===== src/rtl/crc_stream_enc.sv =====
// Multi-beat streaming CRC encoder: a one-stage valid/ready register slice that
// carries a running CRC across the beats of a packet and emits it with the last beat.
module crc_stream_enc #(
  parameter int                   DATA_WIDTH = 512,
  parameter int                   CRC_WIDTH  = 32,
  parameter logic [CRC_WIDTH-1:0] POLY       = 32'h04C11DB7,
  parameter logic [CRC_WIDTH-1:0] INIT       = 32'hFFFFFFFF,
  parameter logic [CRC_WIDTH-1:0] XOR_OUT    = 32'hFFFFFFFF,
  parameter int                   MAX_BEATS  = 16
) (
  input  logic                  clk,
  input  logic                  rst_n,
  input  logic                  valid_i,
  output logic                  ready_o,
  input  logic [DATA_WIDTH-1:0] data_i,
  input  logic                  last_i,
  output logic                  valid_o,
  input  logic                  ready_i,
  output logic [DATA_WIDTH-1:0] data_o,
  output logic                  last_o,
  output logic [CRC_WIDTH-1:0]  checksum_o,
  output logic                  err_o
);

  localparam int CNT_W = $clog2(MAX_BEATS + 1);

  // Bit-serial, MSB-first, non-reflected CRC over one full beat.
  function automatic logic [CRC_WIDTH-1:0] crc_beat(input logic [CRC_WIDTH-1:0] crc_in,
                                                    input logic [DATA_WIDTH-1:0] data);
    logic [CRC_WIDTH-1:0] c;
    logic                 fb;
    c = crc_in;
    for (int i = DATA_WIDTH - 1; i >= 0; i--) begin
      fb = c[CRC_WIDTH-1] ^ data[i];
      c  = {c[CRC_WIDTH-2:0], 1'b0};
      if (fb) c = c ^ POLY;
    end
    return c;
  endfunction

  logic                  valid_q, valid_d;
  logic [DATA_WIDTH-1:0] data_q, data_d;
  logic                  last_q, last_d;
  logic                  err_q, err_d;
  logic [CRC_WIDTH-1:0]  chk_q, chk_d;
  logic [CRC_WIDTH-1:0]  crc_q, crc_d;
  logic [CNT_W-1:0]      cnt_q, cnt_d;
  logic                  first_q, first_d;

  logic                  accept;
  logic                  at_max;
  logic                  final_beat;
  logic [CRC_WIDTH-1:0]  crc_cur;
  logic [CRC_WIDTH-1:0]  crc_nxt;

  assign ready_o = !valid_q || ready_i;
  assign accept  = valid_i && ready_o;

  always_comb begin
    valid_d    = valid_q;
    data_d     = data_q;
    last_d     = last_q;
    err_d      = err_q;
    chk_d      = chk_q;
    crc_d      = crc_q;
    cnt_d      = cnt_q;
    first_d    = first_q;

    crc_cur    = first_q ? INIT : crc_q;
    crc_nxt    = crc_beat(crc_cur, data_i);
    // cnt_q counts beats already taken, so this beat is number MAX_BEATS
    at_max     = (cnt_q == CNT_W'(MAX_BEATS - 1));
    final_beat = last_i || at_max;

    if (accept) begin
      valid_d = 1'b1;
      data_d  = data_i;
      last_d  = final_beat;
      err_d   = at_max && !last_i;
      if (final_beat) begin
        chk_d   = crc_nxt ^ XOR_OUT;
        crc_d   = INIT;
        cnt_d   = '0;
        first_d = 1'b1;
      end else begin
        chk_d   = '0;
        crc_d   = crc_nxt;
        cnt_d   = cnt_q + CNT_W'(1);
        first_d = 1'b0;
      end
    end else if (ready_i) begin
      valid_d = 1'b0;
    end
  end

  always_ff @(posedge clk) begin
    if (!rst_n) begin
      valid_q <= 1'b0;
      data_q  <= '0;
      last_q  <= 1'b0;
      err_q   <= 1'b0;
      chk_q   <= '0;
      crc_q   <= INIT;
      cnt_q   <= '0;
      first_q <= 1'b1;
    end else begin
      valid_q <= valid_d;
      data_q  <= data_d;
      last_q  <= last_d;
      err_q   <= err_d;
      chk_q   <= chk_d;
      crc_q   <= crc_d;
      cnt_q   <= cnt_d;
      first_q <= first_d;
    end
  end

  assign valid_o    = valid_q;
  assign data_o     = data_q;
  assign last_o     = last_q;
  assign checksum_o = (valid_q && last_q) ? chk_q : '0;
  assign err_o      = valid_q && last_q && err_q;

endmodule

===== config.mk =====
export PLATFORM = sky130hd
export DESIGN_NAME = crc_stream_enc
export DESIGN_NICKNAME = d
export VERILOG_FILES = /design/src/rtl/crc_stream_enc.sv
export SDC_FILE = /design/constraint.sdc
export NUM_CORES = 2
export LEC_CHECK = 0
export BUFFER_PORTS_ARGS = -buffer_cell sky130_fd_sc_hd__buf_2
export CELL_PAD_IN_SITES_DETAIL_PLACEMENT = 1
export CELL_PAD_IN_SITES_GLOBAL_PLACEMENT = 2
export CORE_MARGIN = 1.5
export CORE_UTILIZATION = 35
export DETAILED_ROUTE_END_ITERATION = 7
export GPL_TIMING_DRIVEN = 0
export MAX_ROUTING_LAYER = met4
export PLACE_DENSITY_LB_ADDON = 0.25
export REMOVE_ABC_BUFFERS = 1
export SLEW_MARGIN = 20
export SYNTH_ARGS = -nofsm -noshare
export SYNTH_HDL_FRONTEND = slang
export SYNTH_SLANG_ARGS = --single-unit

===== constraint.sdc =====
create_clock -name clk -period 102.4 [get_ports clk]
set_clock_uncertainty 0.15 [all_clocks]
set_input_delay 15.36 -clock clk [delete_from_list [all_inputs] [get_ports clk]]
set_output_delay 15.36 -clock clk [all_outputs]
set_load 0.005 [all_outputs]

==> summary by stage <==
Yosys
The post-synthesis compound-gate area fraction is 0.0447. Of the total synthesized cell area, the portion taken by AND, OR, NAND and NOR gates is 0.0498. The netlist area before placement is 0.0963 mm2. The register area share after synthesis is 0.122. The synthesis warning total is 0. The synthesis-stage register bit count is 585.

The area share of fa/ha/maj cells after synthesis is 0.000260. In this run the mean area of a mapped cell was 13.4 um2. The combinational family with the most area after synthesis is XOR/XNOR gates.

The portion of synthesized area spent on multiplexers is 0. The count of unique library cells instantiated by Yosys is 48. Of the total synthesized cell area, the portion taken by XOR and XNOR cells is 0.768.

The number of standard cells after synthesis is 7,202.

Place
The count of input and output buffers is 1,064. The final HPWL from detailed placement is 271,000 um. The global placer's final weighted congestion is 0.898.

Critical path
The slack of the worst reg-to-reg path is 53.28 ns. In this run the critical register-to-register path is launched from first_q. The signal arrival time at the worst endpoint is 63.54 ns. Data on the critical path is required at its endpoint by 102.93 ns.

In this run the critical register-to-register path is captured at crc_q[11]. The critical path in this run is classified as in -> reg. The most numerous cell type found on the critical path is sky130_fd_sc_hd__xnor3_2. The endpoint type of the worst setup path is a register. The highest-delay cell along the critical path is sky130_fd_sc_hd__xnor3_1.

The sort of element at the start of the critical path is an input pin. Measured in cells, the most critical reg-to-reg path has a length of 93. The maximum fanout along the worst path is 11. The highest cell delay on the worst timing path is 0.98 ns.

Floorplan
The die footprint is 0.278 mm2. The floorplan step defined a core boundary enclosing 0.274 mm2. During I/O placement, the number of pins put on the boundary was 1,065.

For this configuration, the core starts out at a cell density of 0.352. The floorplan step set the die height to 528 um. The die is 528 um wide.

The row count is 192.

Global routing
The number of global-route vias before repair is 60.9k. The initial antenna violation count is 13. The first global-routing pass estimated 456,000 um of wire.

The pin count of the biggest net entering global routing is 137. Summed over all layers, the global routing overflow is 0. The overall global routing resource usage is 0.233.

Hold path
The worst-case hold path end point is data_o[199]. The hold-critical path depth is 2. The worst hold path startpoint is data_o[199]. The min-delay analysis places its worst path in the category reg -> reg.

Drt
The first detailed-routing pass took 6 iterations. The count of routing violations after the opening detailed-route iteration is 3,207. The total wire length after detailed routing is 322,000 um. The via-per-instance ratio is 4.81.

The per-cell routed wire length is 27.3 um. The remaining number of nets flagged by the antenna check after routing is 0. The number of design rule violations left after detail routing is 0.

For this block, the via count after detailed routing is 56.7k.

STA
The final period utilization is 0.615. Setup repair after global routing left no endpoint under its margin. The minimum clock period is 63.01 ns.

The actual slew at the worst max-slew pin is 1.10 ns. The final worst hold slack is 0.309 ns. The final hold violation count is 0. The final setup TNS is 0 ns. The worst max-slew margin expressed relative to the limit is 0.261.

Based on the critical path, the design can be clocked at up to 15.9 MHz. The number of pins with negative max-slew slack in the final report is 0. Setup violations remaining at the end of the flow were counted as 0.

Final layout
The post-synthesis to final-layout area growth is 12.2%. The number of fill cells in the layout is 28.9k. The area taken by multi-input logic gates is 0.0832 mm2.

In the final layout, the share of cells above drive strength 1 is 0.343. The area of all sequential standard cells is 0.0117 mm2. After the last flow step, the layout net total stands at 8,645.

CTS
Post-CTS timing repair inserted 0 buffers for setup. The H-tree depth reported by CTS is 3. The number of instances resized during post-cts repair is 0. The CTS tree is built. The total CTS buffers is 82. Buffers inserted to repair hold after CTS numbered 0. The worst-skew pair later-pin latency is 0.79 ns. Counting every sink on the clock net gives 585. The cell sitting at the root of the clock tree is a sky130_fd_sc_hd__clkbuf_16. The buffer depth of the longest clock path is 4.

Clock-pin slew was measured on the worst setup and hold paths at 0.06 ns.

Outcome
The run finished with clean final reports.

Run
Max-cap violations in this run came to 0.
==> synth_stat cells (all sizes together) <==
cell type / count / area share
a21oi: 30 / 0.0016
dfxtp: 585 / 0.12
xnor2: 1882 / 0.21
inv: 2 / 0.000078
and3b: 1 / 0.000091
and2: 3 / 0.00019
a22oi: 7 / 0.00055
bufbuf: 1 / 0.00019
o21ai: 5 / 0.00026
nor2b: 8 / 0.00052
nand2b: 5 / 0.00032
buf: 54 / 0.0061
xor3: 290 / 0.074
xnor3: 1644 / 0.40
and3: 34 / 0.0022
dlygate4sd3: 5 / 0.00052
xor2: 774 / 0.087
a211oi: 1 / 0.000078
nand2: 1040 / 0.041
a21o: 2 / 0.00016
a211o: 22 / 0.0020
ha: 2 / 0.00026
nor3b: 22 / 0.0018
nand4: 1 / 0.000065
nand3b: 1 / 0.000078
nor2: 75 / 0.0039
a21boi: 515 / 0.040
clkbuf: 191 / 0.0086
==> state kept, by name, indices dropped and copies added, names as in the netlist <==
register  flops
data_o      512
chk_q        32
crc_q        32
cnt_q         5
err_q         1
first_q       1
last_o        1
valid_o       1
==> per-layer routing <==
layer | up-vias | routed length, um | track usage
met1 | 28953 | 144000 | 0.309
met3 | 276 | 17800 | 0.0354
met2 | 1497 | 151000 | 0.370
li1 | 25961 | - | -
met5 | - | 0 | -
met4 | 0 | 9480 | 0.0638
==> critical path: cells and delay by family <==
kind | cells | cell delay [ns]
AOI/OAI and AO/OA | 1 | 0.14
xor gates and xnor gates | 89 | 47.52
buffers and inverters | 1 | 0.17
and+or+nand+nor | 1 | 0.16
==> cells by family (layout without fill, tap and decap cells) <==
group,after synthesis,after routing
AO/OA/AOI/OAI,582,582
XOR/XNOR,4590,4590
adder cells (fa/ha/maj),2,2
buffers and inverters,253,1236
flip-flops,585,585
other,0,9
AND/OR/NAND/NOR,1190,1190
==> how the worst max path moves through the flow <==
stage               slack, ns  cells past startpoint        end         from
finish                  39.39                     92  crc_q[11]  data_i[510]
global route            37.98                     92  crc_q[11]  data_i[510]
CTS                     39.23                     92  chk_q[14]  data_i[510]
detailed placement      38.57                     92  chk_q[14]  data_i[510]
global placement        36.99                     92   crc_q[5]  data_i[510]
floorplan               45.99                     91  crc_q[23]  data_i[504]
==> metrics by stage <==
stage / std cells / area (um2) / utilization / setup WS, ns
floorplan: 6951 / 94800 / - / 45.99
global placement: 11604 / 105000 / 0.382 / 36.99
detailed placement: 11631 / 105000 / 0.385 / 38.57
CTS: 11774 / 108000 / 0.395 / 39.23
global route: 11780 / 108000 / 0.395 / 37.98
finish: 11783 / 108000 / 0.395 / 39.39
==> final cells by class <==
class / instances / share of cell area
clock buffers: 116 / 0.0215
inverters: 2 / 0.0000694
repair buffers: 1091 / 0.0556
diodes: 9 / 0.000208
flip-flops and latches: 585 / 0.108
well taps: 3589 / 0.0415
clock inverters: 27 / 0.00339
multi-input cells: 6364 / 0.769
==> placed cells by master, fill, tap and decap left out, types with 125 or more instances in the layout <==
cell and instances:
sky130_fd_sc_hd__a21boi_0 515, sky130_fd_sc_hd__buf_2 1063, sky130_fd_sc_hd__dfxtp_1 582, sky130_fd_sc_hd__nand2_1 1038
sky130_fd_sc_hd__xnor2_1 1525, sky130_fd_sc_hd__xnor2_2 286, sky130_fd_sc_hd__xnor3_1 783, sky130_fd_sc_hd__xnor3_2 698
sky130_fd_sc_hd__xnor3_4 163, sky130_fd_sc_hd__xor2_1 613, sky130_fd_sc_hd__xor2_2 125, sky130_fd_sc_hd__xor3_2 171
Power is not shown: default switching activity piles up to over one toggle a cycle in this logic, so the estimate is an artifact.
